File: config.mk
export PLATFORM = sky130hd
export DESIGN_NAME = lp_fltr_mc_flat
export DESIGN_NICKNAME = d
export VERILOG_FILES = /design/src/rtl/lp_fltr_pkg.sv /design/src/rtl/lp_fltr_mc_if.sv /design/src/rtl/lp_fltr_hist.sv /design/src/rtl/lp_fltr_mc.sv /design/src/flat_wrapper.sv
export SDC_FILE = /design/constraint.sdc
export NUM_CORES = 1
export LEC_CHECK = 0
export ABC_AREA = 1
export CAP_MARGIN = 25
export CELL_PAD_IN_SITES_DETAIL_PLACEMENT = 1
export CELL_PAD_IN_SITES_GLOBAL_PLACEMENT = 1
export CORE_MARGIN = 4
export CORE_UTILIZATION = 45
export DETAILED_ROUTE_END_ITERATION = 10
export GPL_TIMING_DRIVEN = 0
export PLACE_DENSITY = 0.77
export SETUP_SLACK_MARGIN = 0.2
export SYNTH_ARGS = -nofsm -noshare
export SYNTH_HDL_FRONTEND = slang
export SYNTH_SLANG_ARGS = --single-unit
File: constraint.sdc
create_clock -name clk -period 3.33 [get_ports clk]
set_input_delay 0.666 -clock clk [delete_from_list [all_inputs] [get_ports clk]]
set_output_delay 0.666 -clock clk [all_outputs]
set_load 0.01 [all_outputs]
File: src/rtl/lp_fltr_pkg.sv
// Shared types and constants for the multi-channel binomial low-pass filter.
package lp_fltr_pkg;

    // Kernel selection travels with every accepted sample.
    typedef enum logic {
        LP_MODE_3TAP = 1'b0,   // [1 2 1] / 4
        LP_MODE_5TAP = 1'b1    // [1 4 6 4 1] / 16
    } lp_mode_e;

    // Taps per kernel evaluation (current sample + four past samples).
    localparam int LP_TAPS       = 5;
    // History kept per channel; always deep enough for the 5-tap kernel.
    localparam int LP_HIST_DEPTH = 4;

    // Kernel weights (outer taps are always 1).
    localparam int LP_W3_CTR  = 2;
    localparam int LP_W5_NEAR = 4;
    localparam int LP_W5_CTR  = 6;

    // Normalising shifts: weight sum is 4 and 16 respectively.
    localparam int LP_SHIFT_3TAP = 2;
    localparam int LP_SHIFT_5TAP = 4;

    // Width of the weighted sum before normalisation.
    function automatic int sumw(input int dw, input lp_mode_e mode);
        return (mode == LP_MODE_5TAP) ? dw + LP_SHIFT_5TAP : dw + LP_SHIFT_3TAP;
    endfunction

    // Channel index width, never below one bit.
    function automatic int lp_chw(input int ch);
        return (ch > 1) ? $clog2(ch) : 1;
    endfunction

endpackage

File: src/rtl/lp_fltr_mc_if.sv
// Sample stream bus between the front end and the low-pass filter.
//
// Handshake: din_vld qualifies din/din_ch/mode in the cycle it is high; there is
// no ready, the filter takes one sample per clock-enabled cycle. dout_vld is a
// one-cycle pulse qualifying dout/dout_ch; the consumer cannot stall it.
interface lp_fltr_mc_if
    import lp_fltr_pkg::*;
#(
    parameter int DW  = 8,
    parameter int CHW = 2
);
    logic signed [DW-1:0]  din;
    logic        [CHW-1:0] din_ch;
    logic                  din_vld;
    lp_mode_e              mode;
    logic signed [DW-1:0]  dout;
    logic        [CHW-1:0] dout_ch;
    logic                  dout_vld;

    // Sample source side.
    modport master (
        output din, din_ch, din_vld, mode,
        input  dout, dout_ch, dout_vld
    );

    // Filter side.
    modport slave (
        input  din, din_ch, din_vld, mode,
        output dout, dout_ch, dout_vld
    );
endinterface

File: src/rtl/lp_fltr_hist.sv
// Per-channel four-deep sample history with global flush.
// rd_o[0] is x1 (most recent) up to rd_o[3] = x4 for the addressed channel.
module lp_fltr_hist
    import lp_fltr_pkg::*;
#(
    parameter int DW  = 8,
    parameter int CH  = 4,
    parameter int CHW = 2
) (
    input  logic                                clk,
    input  logic                                rst_n,
    input  logic                                flush_i,  // already qualified by ce
    input  logic                                wr_i,     // accepted sample, already qualified by ce
    input  logic [CHW-1:0]                      ch_i,
    input  logic [DW-1:0]                       x0_i,
    output logic [LP_HIST_DEPTH-1:0][DW-1:0]    rd_o
);

    logic [LP_HIST_DEPTH-1:0][DW-1:0] hist_q [CH];
    logic [LP_HIST_DEPTH-1:0][DW-1:0] hist_d [CH];

    // Read for the sample being accepted; a flush in the same cycle means it sees zeros.
    // Writes land on the accepting edge, so a same-channel sample next cycle reads fresh taps.
    always_comb begin
        rd_o = hist_q[ch_i];
        if (flush_i) begin
            rd_o = '0;
        end
    end

    // Next history: clear everything on flush, then shift the new sample into its channel.
    always_comb begin
        hist_d = hist_q;
        if (flush_i) begin
            for (int c = 0; c < CH; c++) begin
                hist_d[c] = '0;
            end
        end
        if (wr_i) begin
            hist_d[ch_i] = {hist_d[ch_i][LP_HIST_DEPTH-2:0], x0_i};
        end
    end

    // History storage.
    always_ff @(posedge clk or negedge rst_n) begin
        if (!rst_n) begin
            for (int c = 0; c < CH; c++) begin
                hist_q[c] <= '0;
            end
        end else begin
            hist_q <= hist_d;
        end
    end

endmodule

File: src/rtl/lp_fltr_mc.sv
// Multi-channel time-multiplexed binomial low-pass FIR.
// Three enabled cycles from accept to dout_vld: capture, partial sums, final sum/shift.
module lp_fltr_mc
    import lp_fltr_pkg::*;
#(
    parameter int  DW    = 8,
    parameter int  CH    = 4,
    parameter int  ROUND = 0,
    localparam int CHW   = lp_chw(CH)
) (
    input  logic         clk,
    input  logic         rst_n,
    input  logic         ce,
    input  logic         flush,
    lp_fltr_mc_if.slave  bus
);

    localparam int SW = sumw(DW, LP_MODE_5TAP);
    localparam logic [CHW:0]          CH_LIM    = (CHW+1)'(CH);
    localparam logic signed [SW-1:0]  W3_CTR    = SW'(LP_W3_CTR);
    localparam logic signed [SW-1:0]  W5_NEAR   = SW'(LP_W5_NEAR);
    localparam logic signed [SW-1:0]  W5_CTR    = SW'(LP_W5_CTR);
    localparam logic signed [SW-1:0]  RND_3TAP  = SW'(1 << (LP_SHIFT_3TAP - 1));
    localparam logic signed [SW-1:0]  RND_5TAP  = SW'(1 << (LP_SHIFT_5TAP - 1));

    logic                              accept;
    logic                              flush_en;
    logic [LP_HIST_DEPTH-1:0][DW-1:0]  hist_rd;

    logic                              s1_vld_q;
    logic [CHW-1:0]                    s1_ch_q;
    lp_mode_e                          s1_mode_q;
    logic [LP_TAPS-1:0][DW-1:0]        s1_x_q;

    logic signed [SW-1:0]              xe [LP_TAPS];
    logic signed [SW-1:0]              s2_a_d, s2_b_d;
    logic                              s2_vld_q;
    logic [CHW-1:0]                    s2_ch_q;
    lp_mode_e                          s2_mode_q;
    logic signed [SW-1:0]              s2_a_q, s2_b_q;

    logic signed [SW-1:0]              sum_d;
    logic signed [DW-1:0]              dout_d;
    logic signed [DW-1:0]              dout_q;
    logic [CHW-1:0]                    dout_ch_q;
    logic                              dout_vld_q;

    // Out-of-range channels are dropped entirely; the extra index bit avoids a constant compare.
    assign accept   = ce & bus.din_vld & ({1'b0, bus.din_ch} < CH_LIM);
    assign flush_en = ce & flush;

    lp_fltr_hist #(
        .DW  (DW),
        .CH  (CH),
        .CHW (CHW)
    ) u_hist (
        .clk     (clk),
        .rst_n   (rst_n),
        .flush_i (flush_en),
        .wr_i    (accept),
        .ch_i    (bus.din_ch),
        .x0_i    (bus.din),
        .rd_o    (hist_rd)
    );

    // Stage 1: capture the sample, its channel taps and its kernel choice.
    always_ff @(posedge clk or negedge rst_n) begin
        if (!rst_n) begin
            s1_vld_q  <= 1'b0;
            s1_ch_q   <= '0;
            s1_mode_q <= LP_MODE_3TAP;
            s1_x_q    <= '0;
        end else if (ce) begin
            s1_vld_q <= accept;
            if (accept) begin
                s1_ch_q   <= bus.din_ch;
                s1_mode_q <= bus.mode;
                s1_x_q    <= {hist_rd, bus.din};
            end
        end
    end

    // Stage 2 logic: outer taps in one partial sum, weighted inner taps in the other.
    always_comb begin
        for (int k = 0; k < LP_TAPS; k++) begin
            xe[k] = SW'($signed(s1_x_q[k]));
        end
        s2_a_d = '0;
        s2_b_d = '0;
        if (s1_mode_q == LP_MODE_5TAP) begin
            s2_a_d = xe[0] + xe[4];
            s2_b_d = (xe[1] + xe[3]) * W5_NEAR + xe[2] * W5_CTR;
        end else begin
            s2_a_d = xe[0] + xe[2];
            s2_b_d = xe[1] * W3_CTR;
        end
    end

    // Stage 2 register.
    always_ff @(posedge clk or negedge rst_n) begin
        if (!rst_n) begin
            s2_vld_q  <= 1'b0;
            s2_ch_q   <= '0;
            s2_mode_q <= LP_MODE_3TAP;
            s2_a_q    <= '0;
            s2_b_q    <= '0;
        end else if (ce) begin
            s2_vld_q <= s1_vld_q;
            if (s1_vld_q) begin
                s2_ch_q   <= s1_ch_q;
                s2_mode_q <= s1_mode_q;
                s2_a_q    <= s2_a_d;
                s2_b_q    <= s2_b_d;
            end
        end
    end

    // Stage 3 logic: final sum, optional half-LSB, arithmetic shift. Unity DC gain keeps it in DW.
    always_comb begin
        sum_d  = s2_a_q + s2_b_q;
        dout_d = '0;
        if (s2_mode_q == LP_MODE_5TAP) begin
            if (ROUND != 0) begin
                sum_d = sum_d + RND_5TAP;
            end
            dout_d = DW'(sum_d >>> LP_SHIFT_5TAP);
        end else begin
            if (ROUND != 0) begin
                sum_d = sum_d + RND_3TAP;
            end
            dout_d = DW'(sum_d >>> LP_SHIFT_3TAP);
        end
    end

    // Output register: data holds between results, valid pulses only on enabled cycles.
    always_ff @(posedge clk or negedge rst_n) begin
        if (!rst_n) begin
            dout_q     <= '0;
            dout_ch_q  <= '0;
            dout_vld_q <= 1'b0;
        end else if (ce) begin
            dout_vld_q <= s2_vld_q;
            if (s2_vld_q) begin
                dout_q    <= dout_d;
                dout_ch_q <= s2_ch_q;
            end
        end else begin
            dout_vld_q <= 1'b0;
        end
    end

    assign bus.dout     = dout_q;
    assign bus.dout_ch  = dout_ch_q;
    assign bus.dout_vld = dout_vld_q;

endmodule
File: src/flat_wrapper.sv
// flat-port wrapper written by rule: the top's interface ports become plain ports
module lp_fltr_mc_flat import lp_fltr_pkg::*;
#(
    parameter int  DW    = 8,
    parameter int  CH    = 4,
    parameter int  ROUND = 0,
    localparam int CHW   = lp_chw(CH)
)
  (clk, rst_n, ce, flush, bus_din, bus_din_ch, bus_din_vld, bus_mode, bus_dout, bus_dout_ch, bus_dout_vld);
  lp_fltr_mc_if #(.DW(DW)) bus_i ();
  input  logic clk;
  input  logic rst_n;
  input  logic ce;
  input  logic flush;
  input wire logic [$bits(bus_i.din)-1:0] bus_din;
  input wire logic [$bits(bus_i.din_ch)-1:0] bus_din_ch;
  input wire logic [$bits(bus_i.din_vld)-1:0] bus_din_vld;
  input wire logic [$bits(bus_i.mode)-1:0] bus_mode;
  output wire logic [$bits(bus_i.dout)-1:0] bus_dout;
  output wire logic [$bits(bus_i.dout_ch)-1:0] bus_dout_ch;
  output wire logic [$bits(bus_i.dout_vld)-1:0] bus_dout_vld;
  assign bus_i.din = bus_din;
  assign bus_i.din_ch = bus_din_ch;
  assign bus_i.din_vld = bus_din_vld;
  assign bus_i.mode = bus_mode;
  assign bus_dout = bus_i.dout;
  assign bus_dout_ch = bus_i.dout_ch;
  assign bus_dout_vld = bus_i.dout_vld;
  lp_fltr_mc #(.DW(DW), .CH(CH), .ROUND(ROUND)) u_core (.clk(clk), .rst_n(rst_n), .ce(ce), .flush(flush), .bus(bus_i));
endmodule
==> flow_summary.toml, run 1 <==
[run_status]
status = "finished clean"

[critical_path]
cp.arrival_ns = 3.36
cp_max_fo = 5
startpoint_type = "register"
path_class = "reg -> reg"
endpoint_kind = "register"
worstPathRequired_ns = 3.75

[floorplanning]
core_sq_mm = 0.0242
die-area_sq_mm = 0.0271
start_util_pct = 45.5
io_pins = 27
die_y_microns = 165
chipWidth_microns = 165
placementRows = 57

[timing]
finalCritPeriodShare_pct = 88.5
worst_pin_slew_ns = 0.882
clock.fmax_mhz = 339
slew_headroom_pct = 41.1
fin_worst_skew_ns = 0.0259
whs_ns = 0.138
slew_viol_final = 0
hold_viol = 0
fin_crit_ns = 2.95
grt_setup_unrepaired = "no"
setup-violations-final = 0

[global_route]
grt_pass1_vias = 10096
grt_pass1_wl_microns = 55200
antenna_found_initial = 0
grt_max_degree = 123
grt_use_total_pct = 25.9
grt_remaining_overflow = 0

[synth]
synth_fp_nets = 1338
yosysWarnings = 0
ys.flop_type = "dfrtp_1"
avgSynthCellArea_sq_um = 8.69
synth_area_sq_mm = 0.0110
async_reset_ff_share_pct = 100
ys_seq_elements = 206
synth_edf_count = 0
yosysSeqAreaShare_pct = 46.7
syn_inst = 1270
synth_cell_types = 49

[final_layout]
final_util_pct = 52.3
fin_nets = 1394
antennaDiodeCount = 0
final_common_cell = "nand2_1"
area_growth_pct = 14.9
fillerInstances = 2924
final_area_sq_mm = 0.0127
regArea_sq_mm = 0.00516
drive_gt1_share_pct = 11.8
final_cell_mix = "nand2_1 (266), dfrtp_1 (204), o21ai_0 (145)"
multi_input_area_sq_mm = 0.00515

[clocking]
cts.htree.levels = 1
cts_tree = "built"
cts_made_buffers = 24
clk_pin_slew_ns = 0.06
insertion_delay_ns = 0.55
clockBufferDepth = 3
cts_root_buf = "clkbuf_16"
numClockSinks = 206

[drt]
first_iter_violations = 620
first_pass_iters = 5
routed_wl_microns = 34700
vias_per_cell = 5.65
ant_nets = 0
route.detailed.drc = 0
wl_per_cell_microns = 20.9
num_vias = 9409

[placed_design]
io_buffers = 24
place_area_sq_mm = 0.0117
gp_congestion = 0.881
hpwl_microns = 24800

[hold_path]
hold_class = "in -> async"

[power_and_ir_drop]
irDropWorstVdd_mv = 0.506
p_total_mw = 7.36
power.density_mw_per_mm2 = 580
p_leak_nw = 6.03

[run]
max_cap_violations = 0
kinds of logic (layout without fill, tap and decap cells):
kind of cell / count (synthesis) / count (layout) / synth area share (%)
buffers and inverters: 201 / 273 / 7.81
adders and majority gates: 52 / 52 / 6.23
AOI/OAI and AO/OA: 394 / 394 / 22.8
DFF: 206 / 206 / 46.7
xor gates and xnor gates: 18 / 18 / 1.43
and+or+nand+nor: 399 / 399 / 15.1
cell usage after synthesis (8+ instances only):
cell type | instances | area [sq um]
o22ai_1 | 22 | 138
nand3_1 | 54 | 270
o211ai_2 | 9 | 113
a221oi_4 | 9 | 236
inv_2 | 12 | 45.0
xor2_1 | 13 | 114
a221oi_1 | 8 | 70.1
inv_1 | 121 | 454
buf_2 | 25 | 125
o21ai_0 | 145 | 726
dfrtp_1 | 206 | 5150
ha_1 | 47 | 588
a21oi_1 | 140 | 701
o32ai_1 | 11 | 96.3
o211ai_1 | 16 | 120
clkbuf_1 | 26 | 97.6
buf_4 | 8 | 60.1
nor2_1 | 45 | 169
nand2_1 | 271 | 1020
where the power goes:
part	internal, mW	leakage (nW)	total [mW]	switching [mW]
Clock	1.58	0.402	2.68	1.10
Combinational	0.631	2.89	1.68	1.05
Sequential	2.80	2.73	2.99	0.197
Total	5.01	6.03	7.36	2.35
path summary, 6_finish.rpt:
check | from | slack [ns] | to | cells after the start
worst max-delay path | u_core.s1_x_q[18] | 0.38 | u_core.s2_b_q[9] | 17
worst min-delay path | rst_n | 0.14 | u_core.bus.dout[2] | 1
worst max register to register | u_core.s1_x_q[18] | 0.38 | u_core.s2_b_q[9] | 17
worst min register to register | u_core.bus.dout[5] | 0.48 | u_core.bus.dout[5] | 2
max in group asynchronous | rst_n | 2.10 | u_core.s1_x_q[18] | 2
min in group clk | u_core.bus.dout[5] | 0.48 | u_core.bus.dout[5] | 2
layout make-up:
cell class	instances	area share, %
flip-flops and latches	206	40.6
multi-input cells	863	40.6
clock buffers	35	5.69
inverters	136	4.12
well taps	324	3.19
plain buffers	65	2.67
repair buffers	30	2.45
clock inverters	7	0.671
what timing repair did:
| item | 4_1_cts | 5_1_grt |
|---|---|---|
| buffers inserted | 2 | 3 |
| gates cloned | 0 | 0 |
| hold buffers | 0 | 0 |
| resized for setup | 3 | 21 |
| pin swaps | 1 | 9 |
| setup endpoints to repair | 2 | 3 |
metal layers:
metal  wire length (microns)  GRT usage (%)
met1                   15100           33.6
met2                   17400           45.7
met3                    1320           3.14
met5                       0              0
met4                     935           7.30
per-stage QoR:
step | worst slack [ns] | TNS, ns | std cells
4_1_cts | 0.206 | 0 | 1663
5_1_grt | 0.169 | 0 | 1666
6_report | 0.383 | 0 | 1666
2_1_floorplan | 0.478 | 0 | 1270
3_3_place_gp | -7.36 | -1511.40 | 1618
3_5_place_dp | -0.00530 | -0.00530 | 1619
critical path, cell delays in order, from the launching register on:
cell	delay [ns]
dfrtp_2	0.43
buf_4	0.15
ha_4	0.24
ha_1	0.26
nand3_1	0.11
nand2_1	0.08
nand2_1	0.08
a21oi_1	0.06
nor2_1	0.12
xor2_1	0.17
inv_1	0.09
ha_4	0.24
a21o_1	0.21
nor2_1	0.11
nand2_1	0.07
or2_2	0.27
nand3_1	0.07
nand2_1	0.06
registers in the layout, indices dropped and copies added, names as in the netlist, 2 cells and up:
signal                cells
u_core.s1_ch_q            2
u_core.u_hist.hist_q    128
u_core.bus.dout           8
u_core.s2_a_q             8
u_core.bus.dout_ch        2
u_core.s2_b_q            11
u_core.s1_x_q            40
u_core.s2_ch_q            2
(Power assumes the default switching activity.)
==> run 2: changes to the inputs <==
==> constraint.sdc (replaced) <==
create_clock -name clk -period 3.6 [get_ports clk]
set_input_delay 0.72 -clock clk [delete_from_list [all_inputs] [get_ports clk]]
set_output_delay 0.72 -clock clk [all_outputs]
set_load 0.01 [all_outputs]
==> run 2 against run 1 <==
Effect of this change: die area unchanged; design area down 1.2%; non-clock buffer count down 4; final cell count down 0.24%; sequential cell count unchanged; sequential power down 7.4%; register-to-register slack better by 0.03 ns; utilization down 0.60 points; hold slack better by 0.054 ns; critical endpoint is now u_core.s2_b_q[11].
==> flow_summary.toml, run 2 (same netlist as run 1, synthesis figures left out) <==
[critical_path]
cp_slowest_cell = "dfrtp_2"
worst-path-buf-inv = 0
path_class = "reg -> reg"
endpoint_kind = "register"
critical_path.cell_chain = "ha_1 > ha_1 > fa_2 > nand2_1 > nand2_1 > nand2_1 > nor2_1 > nor2_1 > xnor2_1 > ha_1 > nand2_1 > nor2_1 > nand2_1 > nor2_1 > nand3b_1 > nand3_1 > nand3_1 > nand2_1"
critical_path.max_stage_delay_ns = 0.44
crit_top_cell = "nand2_1"
startpoint_type = "register"
worstPathRequired_ns = 4.01
crit_family = "adder cells"
cp.arrival_ns = 3.60
cp_max_fo = 4

[drt]
wl_per_cell_microns = 20.8
first_iter_violations = 586
vias_per_cell = 5.65
num_vias = 9397
first_pass_iters = 5
routed_wl_microns = 34500
route.detailed.drc = 0
ant_nets = 0

[power_and_ir_drop]
irDropWorstVdd_mv = 0.468
p_leak_nw = 6.02
power.density_mw_per_mm2 = 540

[final_layout]
multi_input_area_sq_mm = 0.00503
largest_register = "u_core.u_hist.hist_q"
largestRegisters = "u_core.u_hist.hist_q x128, u_core.s1_x_q x40, u_core.s2_b_q x11"
drive_gt1_share_pct = 10.2
final_common_cell = "nand2_1"
largest_register_ffs = 128
fin_nets = 1390
final_cell_mix = "nand2_1 (271), dfrtp_1 (205), o21ai_0 (145)"
final_area_sq_mm = 0.0125
fillerInstances = 2929
antennaDiodeCount = 0
regArea_sq_mm = 0.00516
area_growth_pct = 13.6

[hold_path]
hold_class = "in -> async"

[global_route]
grt_pass1_wl_microns = 55100
antenna_found_initial = 0
grt_remaining_overflow = 0
grt_pass1_vias = 10082
grt_use_total_pct = 25.9
grt_max_degree = 123

[clocking]
clockBufferDepth = 3
numClockSinks = 206
cts.htree.levels = 1
insertion_delay_ns = 0.55
clk_pin_slew_ns = 0.06
cts_made_buffers = 24
cts_root_buf = "clkbuf_16"
cts_tree = "built"

[floorplanning]
die-area_sq_mm = 0.0271
chipWidth_microns = 165
core_sq_mm = 0.0242
io_pins = 27
die_y_microns = 165
start_util_pct = 45.5
placementRows = 57

[timing]
fin_tns_setup_ns = 0
clock.fmax_mhz = 313
hold_viol = 0
setup-violations-final = 0
finalCritPeriodShare_pct = 88.7
slew_viol_final = 0
fin_worst_skew_ns = 0.0269
worst_pin_slew_ns = 0.887
fin_crit_ns = 3.19
slew_headroom_pct = 40.8
grt_setup_unrepaired = "no"

[run]
max_cap_violations = 0

[placed_design]
io_buffers = 24
place_area_sq_mm = 0.0117
hpwl_microns = 24800
gp_congestion = 0.881

[run_status]
status = "finished clean"
-- run 2: report_power, final --
part           switching [mW]  internal (mW)
Combinational           0.955          0.566
Sequential              0.180           2.59
Clock                    1.02           1.46
Total                    2.16           4.62
-- run 2: metrics by stage --
stage	power [mW]	hold WS, ns	util (%)	cells	setup slack [ns]
2_1_floorplan	3.75	0.424	-	1270	0.748
6_report	6.78	0.192	51.7	1662	0.408
3_3_place_gp	4.25	0.458	48.2	1618	-7.14
4_1_cts	6.81	0.217	51.7	1661	0.264
5_1_grt	7.13	0.229	51.7	1662	0.169
3_5_place_dp	4.32	0.467	48.3	1619	0.265
-- run 2: timing repair --
| item | CTS | global route |
|---|---|---|
| hold buffers | 0 | 0 |
| endpoints found under the setup margin | 0 | 2 |
| setup buffers | 0 | 1 |
| gates resized for setup | 0 | 4 |
-- run 2: area by class of cell --
class                   instances  area share (%)
flip-flops and latches        206            41.1
multi-input cells             863            40.1
clock buffers                  35            5.76
inverters                     136            4.17
well taps                     324            3.23
plain buffers                  65            2.70
repair buffers                 26            2.23
clock inverters                 7           0.678
-- run 2: path summary, 6_finish.rpt --
path	startpoint	endpoint	slack, ns	depth (start not counted)
min in group clk	u_core.bus.dout[5]	u_core.bus.dout[5]	0.48	2
max in group asynchronous	rst_n	u_core.s1_x_q[34]	2.35	2
max	u_core.s1_x_q[17]	u_core.s2_b_q[11]	0.41	18
min	rst_n	u_core.bus.dout[2]	0.19	1
min reg2reg	u_core.bus.dout[5]	u_core.bus.dout[5]	0.48	2
max reg2reg	u_core.s1_x_q[17]	u_core.s2_b_q[11]	0.41	18
-- run 2: metal layers --
metal	up-vias	global-route usage, %	part of all wire, %	routed length [microns]
li1	4419	-	-	-
met1	4753	33.7	44	15100
met2	169	45.6	50	17200
met5	-	0	0	0
met3	56	3.09	3.6	1230
met4	0	7.26	2.8	970
==> run 3: changes to the inputs <==
--- a/config.mk
+++ b/config.mk
@@ -6,7 +6,7 @@
 export NUM_CORES = 1
 export LEC_CHECK = 0
 export ABC_AREA = 1
-export CAP_MARGIN = 25
+export CAP_MARGIN = 20
 export CELL_PAD_IN_SITES_DETAIL_PLACEMENT = 1
 export CELL_PAD_IN_SITES_GLOBAL_PLACEMENT = 1
 export CORE_MARGIN = 4
==> results of run 3 <==
The final DEF is identical to that of run 2; final timing and power are the same.
